--- config.mk ---
export PLATFORM = sky130hd
export DESIGN_NAME = mem_req_arbiter
export DESIGN_NICKNAME = d
export VERILOG_FILES = /design/src/rtl/mem_req_arbiter.sv
export SDC_FILE = /design/constraint.sdc
export NUM_CORES = 1
export LEC_CHECK = 0
export BUFFER_PORTS_ARGS = -buffer_cell sky130_fd_sc_hd__buf_4
export CAP_MARGIN = 40
export CELL_PAD_IN_SITES_DETAIL_PLACEMENT = 1
export CELL_PAD_IN_SITES_GLOBAL_PLACEMENT = 1
export CORE_ASPECT_RATIO = 1.4
export CORE_MARGIN = 10
export CORE_UTILIZATION = 18
export CTS_CLUSTER_DIAMETER = 40
export CTS_CLUSTER_SIZE = 20
export DETAILED_ROUTE_END_ITERATION = 10
export GPL_ROUTABILITY_DRIVEN = 0
export MAX_ROUTING_LAYER = met4
export PLACE_DENSITY = 0.81
export SETUP_SLACK_MARGIN = 0.1
export SYNTH_ARGS = -nofsm -noshare
export SYNTH_HDL_FRONTEND = slang
export SYNTH_SLANG_ARGS = --single-unit
--- constraint.sdc ---
create_clock -name clk -period 2.8 [get_ports clk]
set_input_delay 0.42 -clock clk [delete_from_list [all_inputs] [get_ports clk]]
set_output_delay 0.42 -clock clk [all_outputs]
set_load 0.01 [all_outputs]
--- src/rtl/mem_req_arbiter.sv ---
// rtl/mem_req_arbiter.sv - shares one memory port between inst and data requesters, routes responses in order
// Optional macro ARB_RR_EN: round-robin arbitration instead of fixed data-over-inst priority.
module mem_req_arbiter #(
  parameter int MAX_OUTSTANDING = 4
) (
  input  logic        clk,
  input  logic        reset,
  input  logic        inst_req,
  input  logic        inst_wr,
  input  logic [1:0]  inst_size,
  input  logic [31:0] inst_addr,
  input  logic [3:0]  inst_wstrb,
  input  logic [31:0] inst_wdata,
  output logic        inst_addr_ok,
  output logic        inst_data_ok,
  output logic [31:0] inst_rdata,
  input  logic        data_req,
  input  logic        data_wr,
  input  logic [1:0]  data_size,
  input  logic [31:0] data_addr,
  input  logic [3:0]  data_wstrb,
  input  logic [31:0] data_wdata,
  output logic        data_addr_ok,
  output logic        data_data_ok,
  output logic [31:0] data_rdata,
  output logic        mem_req,
  output logic        mem_wr,
  output logic [1:0]  mem_size,
  output logic [31:0] mem_addr,
  output logic [3:0]  mem_wstrb,
  output logic [31:0] mem_wdata,
  input  logic        mem_addr_ok,
  input  logic        mem_data_ok,
  input  logic [31:0] mem_rdata,
  output logic        resp_err
);

  localparam int PW = (MAX_OUTSTANDING > 1) ? $clog2(MAX_OUTSTANDING) : 1;
  localparam int CW = PW + 1;

  typedef enum logic {IDLE, LOCKED} state_t;

  state_t                     state, state_next;
  logic                       lock_src, lock_src_next;
  logic [MAX_OUTSTANDING-1:0] fifo;
  logic [PW-1:0]              rd_ptr, wr_ptr;
  logic [CW-1:0]              count;
  logic                       lock_valid, can_lock, any_req;
  logic                       arb_src, sel_src, req_int, grant, pop, head;

  assign lock_valid = (state == LOCKED);
  assign any_req    = inst_req || data_req;
  // A pending lock already owns a slot, so it counts against capacity.
  assign can_lock   = (count + CW'(lock_valid)) < CW'(MAX_OUTSTANDING);

`ifdef ARB_RR_EN
  logic rr_last;
  assign arb_src = (inst_req && data_req) ? ~rr_last : data_req;

  always_ff @(posedge clk) begin
    if (reset)      rr_last <= 1'b0;
    else if (grant) rr_last <= sel_src;
  end
`else
  assign arb_src = data_req;
`endif

  always_comb begin
    state_next    = state;
    lock_src_next = lock_src;
    sel_src       = lock_src;
    req_int       = 1'b0;
    case (state)
      IDLE: begin
        sel_src = arb_src;
        req_int = any_req && can_lock;
        if (req_int && !mem_addr_ok) begin
          state_next    = LOCKED;
          lock_src_next = arb_src;
        end
      end
      LOCKED: begin
        sel_src = lock_src;
        req_int = lock_src ? data_req : inst_req;
        if (req_int && mem_addr_ok) state_next = IDLE;
      end
      default: state_next = IDLE;
    endcase
    if (reset) req_int = 1'b0;
  end

  assign grant     = req_int && mem_addr_ok;
  assign mem_req   = req_int;
  assign mem_wr    = req_int && (sel_src ? data_wr : inst_wr);
  assign mem_size  = req_int ? (sel_src ? data_size  : inst_size)  : 2'b0;
  assign mem_addr  = req_int ? (sel_src ? data_addr  : inst_addr)  : 32'b0;
  assign mem_wstrb = req_int ? (sel_src ? data_wstrb : inst_wstrb) : 4'b0;
  assign mem_wdata = req_int ? (sel_src ? data_wdata : inst_wdata) : 32'b0;

  assign inst_addr_ok = grant && !sel_src;
  assign data_addr_ok = grant &&  sel_src;

  assign head         = fifo[rd_ptr];
  assign pop          = !reset && mem_data_ok && (count != '0);
  assign inst_data_ok = pop && !head;
  assign data_data_ok = pop &&  head;
  assign inst_rdata   = inst_data_ok ? mem_rdata : 32'b0;
  assign data_rdata   = data_data_ok ? mem_rdata : 32'b0;

  always_ff @(posedge clk) begin
    if (reset) begin
      state    <= IDLE;
      lock_src <= 1'b0;
      rd_ptr   <= '0;
      wr_ptr   <= '0;
      count    <= '0;
      resp_err <= 1'b0;
    end else begin
      state    <= state_next;
      lock_src <= lock_src_next;
      if (grant) begin
        fifo[wr_ptr] <= sel_src;
        wr_ptr       <= wr_ptr + PW'(1);
      end
      if (pop) rd_ptr <= rd_ptr + PW'(1);
      case ({grant, pop})
        2'b10:   count <= count + CW'(1);
        2'b01:   count <= count - CW'(1);
        default: count <= count;
      endcase
      if (mem_data_ok && count == '0) resp_err <= 1'b1;
    end
  end

endmodule

=== After elaboration in Yosys (flattened, before gate mapping) ===
Cells that the tools add are included.

* Mux-type cells: 24
* Equality and inequality tests: 2
* Reductions and logical operators: 23
* Add/subtract/negate cells: 5
* Bitwise operators: 2
* Order comparisons: 4

{| class="wikitable"
|+ Operator list
! operator !! count
|-
| $mux W32 || 6
|-
| $logic_and A1 B1 Y1 || 13
|-
| $mux W4 || 2
|-
| $mux W1 || 7
|-
| $lt A2 B3 Y1 const B || 2
|-
| $pmux W1 S2 || 3
|-
| $pmux W3 S2 || 1
|-
| $add A2 B1 Y2 const B || 2
|-
| $bwmux W4 || 1
|-
| $logic_not A1 Y1 || 4
|-
| $mux W2 || 2
|-
| $reduce_and A2 Y1 || 2
|-
| $add A3 B1 Y3 || 1
|-
| $add A3 B1 Y3 const B || 1
|-
| $logic_not A3 Y1 || 1
|-
| $lt A3 B3 Y1 const B || 1
|-
| $reduce_bool A3 Y1 || 1
|-
| $sub A3 B1 Y3 const B || 1
|-
| $bmux W1 S2 || 1
|-
| $demux W1 S2 || 1
|-
| $eq A2 B1 Y1 const B || 1
|-
| $eq A2 B2 Y1 const B || 1
|-
| $ge A2 B1 Y1 const B || 1
|-
| $not A1 Y1 || 2
|-
| 2 further kinds || 2
|}

* Bits in registers: 14
* Logic and storage cells: 67

=== Depth between registers and ports, before layout ===
Gate-level depths: netlist of run 1.

* Depth in word-level cells: 8
* Gate-level depth with buffers: 10
* Mapped depth without buffers: 9

=== Least setup slack after synthesis of run 1 ===
Ideal clock, no wire load.

* Kind: reg-to-reg
* Start: register lock_src
* End: register count[2]
* Buffers on the path: 0
* Library setup time: 70 ps
* Path slack: 361 ps
* Data arrival time: 2370 ps
* Stages on the path, launching flop included: 10
* Required time: 2730 ps
* Cell sequence: dfxtp_1 mux2_2 o21ai_1 or2_2 ha_1 inv_1 fa_1 xor2_1 or3_1 a21oi_1

* Word-level cells in the longest chain between the ends: 6
* Elaborated cells between the ends (all ways): 8

{| class="wikitable"
|+ Ends and longest elaborated chain
! item !! line !! RTL
|-
| start: declaration || 44 || <nowiki>logic lock_src, lock_src_next;</nowiki>
|-
| start signal: assignment || 120 || <nowiki>lock_src <= lock_src_next;</nowiki>
|-
| $mux W1 * || 84 || <nowiki>req_int = lock_src ? data_req : inst_req;</nowiki>
|-
| $pmux W1 S2 * || 73 || <nowiki>case (state)</nowiki>
|-
| $mux W1 * || 89 || <nowiki>if (reset) req_int = 1'b0;</nowiki>
|-
| $logic_and A1 B1 Y1 * || 92 || <nowiki>assign grant = req_int && mem_addr_ok;</nowiki>
|-
| $eq A2 B1 Y1 / $eq A2 B2 Y1 (equally long branches) || 126 || <nowiki>case ({grant, pop})</nowiki>
|-
| $pmux W3 S2 / $reduce_bool A2 Y1 (equally long branches) || -- ||
|-
| end signal: assignment || 127 || <nowiki>2'b10: count <= count + CW'(1);</nowiki>
|-
| end signal: assignment || 128 || <nowiki>2'b01: count <= count - CW'(1);</nowiki>
|-
| end signal: assignment || 129 || <nowiki>default: count <= count;</nowiki>
|-
| end: declaration || 47 || <nowiki>logic [CW-1:0] count;</nowiki>
|}

Mark *: on every way between the ends. The rest lies on a longest branch, timed or not.
A chain may end at the register's enable or synchronous reset.

=== Worst setup path after layout of run 1 ===
* Start: register state (netlist: lock_valid)
* End: output mem_wdata[0]

* Word-level cells in the longest chain between the ends: 6
* Elaborated cells between the ends (all ways): 9

{| class="wikitable"
|+ Ends and longest elaborated chain
! item !! line !! RTL
|-
| start: declaration || 43 || <nowiki>state_t state, state_next;</nowiki>
|-
| start signal: assignment || 119 || <nowiki>state <= state_next;</nowiki>
|-
| $add A3 B1 Y3 || 54 || <nowiki>assign can_lock = (count + CW'(lock_valid)) < CW'(MAX_OUTSTANDING);</nowiki>
|-
| $lt A3 B3 Y1 || 54 ||
|-
| $logic_and A1 B1 Y1 || 76 || <nowiki>req_int = any_req && can_lock;</nowiki>
|-
| $pmux W1 S2 || 73 ||
|-
| $mux W1 || 89 ||
|-
| $mux W32 * || 98 || <nowiki>assign mem_wdata = req_int ? (sel_src ? data_wdata : inst_wdata) : 32'b0;</nowiki>
|-
| end: declaration || 31 || <nowiki>output logic [31:0] mem_wdata,</nowiki>
|}

Marked as above.

==> key figures, run 1 <==
Outcome
  – Status: finished clean

Setup path
  – Register-to-Register Path Depth: 9
  – Kind of critical path: reg2out
  – Crit path buffers/inverters: 2
  – Critical R2R Launch: lock_src
  – Worst path cell trace: or3b_4 -> o2111ai_4 -> buf_12 -> a21oi_1 -> buf_4
  – Terminus of the critical flop-to-flop path: count[2]
  – CP max stage cell: dfxtp_1
  – Critical path capture point type: output pin
  – Top delay family on crit path: flip-flops
  – Crit path from: lock_valid
  – Startpoint class of the critical path: register
  – WP depth: 5
  – CP max FO: 41
  – Arrival time worst endpoint: 2.02 ns
  – CP Capture Point: mem_wdata[0]
  – Worst path max stage delay: 0.49 ns
  – FF-to-FF setup slack: 0.38 ns
  – WP data required: 2.38 ns

Yosys
  – Post-synth top area cell: nand2_1
  – Share of synthesized registers carrying an async set or reset: 0
  – Top_reg_cell synth: dfxtp_1
  – Synthesized area: 2350 um2
  – Post-synth EDFFs: 4
  – YS warnings: 0
  – Yosys top cell area share: 0.231
  – Synth Net Count: 586
  – Top-count cell post-synth: nand2_1
  – Synth unique cells: 36
  – Top cells by area, synth: nand2_1 (23%), and3_1 (17%), a21oi_1 (16%)
  – Syn_area_per_cell: 5.89 um2
  – Mapped Cells: 400
  – Most frequent cells after synthesis: nand2_1 (145), a21oi_1 (76), and3_1 (64)
  – Sequential area share after synthesis: 0.136
  – Register bit total from synthesis: 14

STA
  – Post-route setup slack: 0.362 ns
  – Setup TNS Final: 0 ns
  – RSZ-0062 raised after global routing: no
  – Fin. max-slew vios: 0
  – Min cycle time layout: 2.44 ns
  – Rel. slew slack: 0.558
  – Clock Skews: 0.00213 ns
  – Final period util: 0.871
  – Fmax: 410 MHz
  – Final setup vio count: 0
  – Endpoints failing hold: 0
  – Worst-Margin Slew: 0.651 ns

Clock tree
  – CTS buffer count: 3
  – Clock root buffer: clkbuf_16
  – Maximum clock insertion buffer count: 2
  – Clk pin slew, worst setup/hold paths: 0.05 ns
  – Worst-Skew Late Latency: 0.24 ns
  – # hold bufs at CTS: 0
  – Post-CTS setup repair buffer count: 0
  – CTS tree: yes
  – CTS Sinks: 14
  – Htree depth: 1
  – Post-CTS Resized: 0

Die
  – FP Rows: 49
  – Initial Utilization: 0.184
  – DIE WIDTH: 117 um
  – Chip Height: 155 um
  – CORE AREA: 12,800 um2
  – Io pins: 321
  – Die area: 18,100 um2

Power
  – Worst VDD drop: 0.173 mV
  – Leak pwr: 2.82 nW
  – Power Internal: 0.000814 W
  – Comb pwr share: 0.605
  – Switching Power: 0.000485 W
  – Power share of the sequential group: 0.185
  – Power share of the clock group: 0.211
  – Cell area power density: 263 nW/um2
  – Switch share: 0.373

Drt
  – Wire per inst: 19.1 um
  – Via density per instance: 4.69
  – Drt drc: 0
  – Drt first pass iters: 4
  – Post-route ant nets: 0
  – Total wire length: 16,300 um
  – DRC marker count from the first detailed-route iteration: 139
  – Vias: 3,987

Global route
  – Vias in the first global route: 4,372
  – Initial antenna violation count: 0
  – GRT overflow: 0
  – GRT Util Overall: 0.166
  – Largest net degree at the start of global routing: 71
  – Global-route wire length before repair: 23,300 um

Min path
  – Worst Hold Depth: 3
  – Worst min path class: in2reg

Place
  – Placed insts: 847
  – Final HPWL from detailed placement: 14,000 um
  – Dpl ws: 0.326 ns
  – Port buffer count: 320

Final layout
  – Final-stage net count: 885
  – Area grow syn2layout: 110%
  – Final Non-Filler Cells: 851
  – Layout cell share with drive strength beyond 1: 0.497
  – # diodes: 0

Run
  – Number of max-cap violations: 0
==> through the flow <==
| step | utilization | instance area, um2 | power [W] | hold WS, ns |
|---|---|---|---|---|
| 2_1_floorplan | - | 2350 | 0.000593 | 0.468 |
| 3_3_place_gp | 0.378 | 4840 | 0.00101 | 0.456 |
| 3_5_place_dp | 0.379 | 4850 | 0.00104 | 0.468 |
| 4_1_cts | 0.385 | 4930 | 0.00132 | 0.418 |
| 5_1_grt | 0.385 | 4930 | 0.00139 | 0.452 |
| 6_report | 0.385 | 4930 | 0.00130 | 0.418 |
==> power groups by stage <==
stage | registers [W] | clock network (W) | logic (W)
final | 0.000240 | 0.000274 | 0.000785
after global routing | 0.000242 | 0.000287 | 0.000861
after CTS | 0.000240 | 0.000278 | 0.000799
after detailed placement | 0.000243 | 0 | 0.000796
after global placement | 0.000241 | 0 | 0.000765
after floorplan | 0.000239 | 0 | 0.000354
==> tightest hold or removal path: stages <==
cell     delay [ns]
buf_4          0.08
a21oi_1        0.05
nor2_1         0.07
==> layer usage <==
| metal | global-route usage | vias to the layer above | share of wire |
|---|---|---|---|
| met2 | 0.314 | 229 | 0.53 |
| li1 | - | 1935 | - |
| met1 | 0.154 | 1811 | 0.34 |
| met4 | 0.0336 | 0 | 0.013 |
| met3 | 0.0643 | 12 | 0.12 |
| met5 | - | - | 0 |
==> sequential cells by signal (all words and copies together) (netlist names) <==
register and cells:
fifo 4, count 3, rd_ptr 2, wr_ptr 2, lock_src 1, lock_valid 1, resp_err 1
==> cell families (layout without fill, tap and decap cells) <==
group,after synthesis,after routing,synth area share
adders and majority gates,6,6,0.0351
xor gates and xnor gates,2,2,0.00744
muxes,8,8,0.0441
buffers and inverters,50,348,0.113
AOI/OAI and AO/OA,87,87,0.206
and+or+nand+nor,233,233,0.459
DFF,14,14,0.136
==> placed cells by master (no fill, tap or decap), types with 2 or more instances in the layout <==
master / Yosys / final
inv_1: 13 / 13
or3_1: 2 / 2
buf_4: 0 / 326
xor2_1: 2 / 2
and3_1: 64 / 64
o21ai_1: 2 / 2
nand2_1: 145 / 145
nand2b_1: 2 / 2
o21ai_0: 2 / 2
mux2_2: 2 / 2
edfxtp_1: 4 / 4
ha_1: 5 / 5
nor2_1: 7 / 6
mux2i_1: 3 / 3
dfxtp_1: 10 / 10
nor3_1: 9 / 9
clkbuf_16: 0 / 3
a21oi_1: 76 / 76
buf_12: 0 / 3
==> how the worst min path moves through the flow <==
stage / startpoint / endpoint / slack [ns]
after global placement: resp_err / resp_err / 0.46
final: mem_data_ok / resp_err / 0.42
after floorplan: wr_ptr[1] / wr_ptr[1] / 0.47
after detailed placement: resp_err / resp_err / 0.47
after CTS: mem_data_ok / resp_err / 0.42
after global routing: mem_data_ok / resp_err / 0.45
==> cell type report <==
class                   count  area (um2)
flip-flops and latches     14         320
clock buffers               4        78.8
multi-input cells         336        1770
repair buffers            330        2520
well taps                 153         191
fillers                  1687        7880
inverters                  14        52.6
Power figures use the tool's default switching activity.
==> run 2, diff against run 1 <==
- CELL_PAD_IN_SITES_DETAIL_PLACEMENT: 1 -> default
- CELL_PAD_IN_SITES_GLOBAL_PLACEMENT: 1 -> default
- CORE_AREA: default -> 10 10 117 119
- CORE_ASPECT_RATIO: 1.4 -> default
- CORE_MARGIN: 10 -> default
- CORE_UTILIZATION: 18 -> default
- DIE_AREA: default -> 0 0 127 129
- PLACE_DENSITY: 0.81 -> 0.56
==> key figures, run 2 (synthesis gave the netlist of run 1 again) <==
Final layout
  – Layout cell share with drive strength beyond 1: 0.497
  – Most frequent cells in the layout: buf_4 (327), nand2_1 (145), a21oi_1 (76)
  – Commonest non-fill, non-tap cell in the layout: buf_4
  – Multi-input logic area: 1770 um2
  – Final-stage net count: 885
  – Final instance area: 4910 um2
  – # diodes: 0
  – Area grow syn2layout: 108%
  – Largest register FFs: 4
  – Fillers: 1,156
  – Reg area: 320 um2
  – Top reg by flops: fifo
  – Regs by FF count: fifo x4, count x3

Power
  – Worst VDD drop: 0.165 mV
  – Leak pwr: 2.81 nW
  – PnR Total Power: 0.00128 W
  – Cell area power density: 260 nW/um2

Global route
  – Global-route wire length before repair: 21,800 um
  – GRT Util Overall: 0.168
  – GRT overflow: 0
  – Vias in the first global route: 3,879
  – Largest net degree at the start of global routing: 65
  – Initial antenna violation count: 0

Drt
  – Via density per instance: 4.58
  – DRC marker count from the first detailed-route iteration: 124
  – Wire per inst: 17.8 um
  – Drt first pass iters: 4
  – Drt drc: 0
  – Total wire length: 14,900 um
  – Post-route ant nets: 0
  – Vias: 3,849

Clock tree
  – Clock root buffer: clkbuf_16
  – Htree depth: 1
  – CTS tree: yes
  – Post-CTS Resized: 0
  – Post-CTS setup repair buffer count: 0
  – CTS buffer count: 3
  – Worst-Skew Late Latency: 0.24 ns
  – Maximum clock insertion buffer count: 2
  – CTS Sinks: 14
  – # hold bufs at CTS: 0
  – Clk pin slew, worst setup/hold paths: 0.04 ns

STA
  – Worst-Margin Slew: 0.645 ns
  – RSZ-0062 raised after global routing: no
  – Min cycle time layout: 2.39 ns
  – Post-route setup slack: 0.412 ns
  – Clock Skews: 0.000928 ns
  – Endpoints failing hold: 0
  – Setup TNS Final: 0 ns
  – Fin. max-slew vios: 0
  – Rel. slew slack: 0.561
  – Final period util: 0.853
  – Final setup vio count: 0
  – Hold slack: 0.426 ns
  – Fmax: 419 MHz

Setup path
  – WP data required: 2.38 ns
  – Kind of critical path: reg2out
  – Critical path capture point type: output pin
  – Startpoint class of the critical path: register
  – CP max FO: 17
  – Arrival time worst endpoint: 1.97 ns

Place
  – Port buffer count: 320
  – Dpl ws: 0.438 ns
  – Placed instance area: 4830 um2
  – Final HPWL from detailed placement: 12,800 um

Run
  – Number of max-cap violations: 0

Die
  – DIE WIDTH: 127 um
  – Chip Height: 129 um
  – CORE AREA: 11,300 um2
  – Io pins: 321
  – Die area: 16,400 um2
  – Initial Utilization: 0.208
  – FP Rows: 39

Min path
  – Worst min path class: in2reg

Outcome
  – Status: finished clean
run 2: cell counts in the layout (fill, tap and decap cells not counted):
No cell type changed its count.
run 2: path summary, 6_finish.rpt:
path	startpoint	end	slack (ns)	cells after the start
worst min register to register	resp_err	resp_err	0.49	2
worst max-delay path	lock_valid	mem_addr[16]	0.41	5
worst max register to register	lock_src	count[2]	0.46	9
worst min-delay path	reset	lock_src	0.43	2
run 2: layout make-up:
| class | count | area share |
|---|---|---|
| sequential | 14 | 0.0653 |
| multi-input combinational | 336 | 0.361 |
| timing repair buffer | 330 | 0.511 |
| inverter | 14 | 0.0107 |
| tap | 143 | 0.0365 |
| clock buffer | 4 | 0.0161 |
run 2: power by group:
| part | internal, W | switching, W |
|---|---|---|
| sequential | 0.000223 | 0.0000159 |
| combinational | 0.000394 | 0.000372 |
| clock | 0.000192 | 0.0000805 |
run 2: per-layer routing:
layer	up-vias	GRT usage	routed length (um)
met3	8	0.0661	1660
met5	-	-	0
met4	0	0.0301	118
li1	1938	-	-
met1	1695	0.168	5410
met2	208	0.306	7750
run 2: critical path, cell delays in order, from the launching register on:
cell	delay (ns)
dfxtp_1	0.47
or3b_4	0.44
o2111ai_4	0.26
buf_4	0.32
a21oi_1	0.07
buf_4	0.15
run 2: stage by stage:
step                      instances   util
after floorplan                 400      -
after global placement          836  0.426
after detailed placement        837  0.427
after CTS                       841  0.434
after global routing            841  0.434
final                           841  0.434
==> run 3, diff against run 2 <==
- clock period: 2.8 -> 2.7 ns (I/O delays scaled with it)
==> key figures, run 3 (synthesis gave the netlist of run 1 again) <==
Power
  – Cell area power density: 269 nW/um2
  – Worst VDD drop: 0.197 mV
  – Leak pwr: 2.81 nW

Clock tree
  – Post-CTS Resized: 0
  – Clk pin slew, worst setup/hold paths: 0.05 ns
  – CTS buffer count: 3
  – CTS tree: yes
  – CTS Sinks: 14
  – Clock root buffer: clkbuf_16
  – Post-CTS setup repair buffer count: 0
  – Htree depth: 1
  – Worst-Skew Late Latency: 0.24 ns
  – # hold bufs at CTS: 0
  – Maximum clock insertion buffer count: 2

Global route
  – Largest net degree at the start of global routing: 69
  – Global-route wire length before repair: 21,600 um
  – Initial antenna violation count: 0
  – GRT overflow: 0
  – GRT Util Overall: 0.166
  – Vias in the first global route: 3,839

Die
  – DIE WIDTH: 127 um
  – FP Rows: 39
  – Initial Utilization: 0.208
  – Chip Height: 129 um
  – Die area: 16,400 um2
  – Io pins: 321
  – CORE AREA: 11,300 um2

STA
  – Fin. max-slew vios: 0
  – RSZ-0062 raised after global routing: no
  – Final period util: 0.888
  – Fmax: 417 MHz
  – Final setup vio count: 0
  – Clock Skews: 0.00279 ns
  – Endpoints failing hold: 0
  – Min cycle time layout: 2.40 ns
  – Worst-Margin Slew: 0.710 ns
  – Rel. slew slack: 0.517
  – Setup TNS Final: 0 ns

Setup path
  – CP max FO: 18
  – WP data required: 2.30 ns
  – Critical Path Most Common Cell: buf_4
  – Top delay family on crit path: flip-flops
  – Worst path max stage delay: 0.49 ns
  – CP max stage cell: dfxtp_1
  – Critical path capture point type: output pin
  – Crit path buffers/inverters: 2
  – Arrival time worst endpoint: 1.99 ns
  – Worst path cell trace: or3b_4 -> o2111ai_4 -> buf_4 -> a21oi_1 -> buf_4
  – Startpoint class of the critical path: register
  – Kind of critical path: reg2out

Drt
  – DRC marker count from the first detailed-route iteration: 178
  – Via density per instance: 4.56
  – Wire per inst: 17.6 um
  – Total wire length: 14,800 um
  – Drt drc: 0
  – Post-route ant nets: 0
  – Vias: 3,834
  – Drt first pass iters: 4

Final layout
  – Most frequent cells in the layout: buf_4 (327), nand2_1 (145), a21oi_1 (76)
  – Largest register FFs: 4
  – Regs by FF count: fifo x4, count x3
  – Final core occ: 0.434
  – # diodes: 0
  – Area grow syn2layout: 108%
  – Top reg by flops: fifo
  – Commonest non-fill, non-tap cell in the layout: buf_4
  – Layout cell share with drive strength beyond 1: 0.497
  – Final-stage net count: 885

Place
  – Port buffer count: 320
  – Final HPWL from detailed placement: 12,700 um

Run
  – Number of max-cap violations: 0

Min path
  – Worst min path class: in2reg

Outcome
  – Status: finished clean
-- run 3: worst reg2reg max path, delay by kind of cell, from the launching register on --
family	cells	cell delay [ns]
compound gates	2	0.28
simple gates	2	0.43
xor+xnor	1	0.15
flops	1	0.42
mux	1	0.36
buf+inv	1	0.06
fa+ha+maj	2	0.55
-- run 3: metal layers --
layer	track usage	wire length, um	up-vias
met2	0.295	7500	209
li1	-	-	1933
met3	0.0706	1750	8
met5	-	0	-
met1	0.168	5370	1684
met4	0.0301	160	0
-- run 3: final timing paths --
kind	from	end	slack (ns)	depth (start not counted)
setup / recovery	lock_valid	mem_wdata[8]	0.30	5
hold / removal	reset	rd_ptr[0]	0.41	2
setup reg to reg	lock_src	count[2]	0.36	9
hold reg to reg	resp_err	resp_err	0.48	2
-- run 3: cell type report --
cell class,instances,area (um2)
fill,1189,6410
sequential,14,320
clock buffer,3,75.1
clock inverter,1,3.75
tap,143,179
timing repair buffer,330,2510
inverter,14,52.6
multi-input combinational,336,1770
-- run 3: power by group --
group | total [W] | switching [W] | internal [W]
combinational | 0.000795 | 0.000386 | 0.000409
sequential | 0.000247 | 0.0000158 | 0.000231
clock | 0.000279 | 0.0000833 | 0.000196
total | 0.00132 | 0.000485 | 0.000836
-- run 3: metrics by stage --
| step | total power, W | cell area [um2] | worst slack, ns | instances | hold WS (ns) |
|---|---|---|---|---|---|
| after floorplan | 0.000615 | 2350 | 0.261 | 400 | 0.468 |
| after global placement | 0.00104 | 4820 | 0.361 | 836 | 0.467 |
| after detailed placement | 0.00105 | 4830 | 0.322 | 837 | 0.472 |
| after CTS | 0.00134 | 4910 | 0.275 | 841 | 0.412 |
| after global routing | 0.00142 | 4910 | 0.145 | 841 | 0.421 |
| final | 0.00132 | 4910 | 0.302 | 841 | 0.406 |
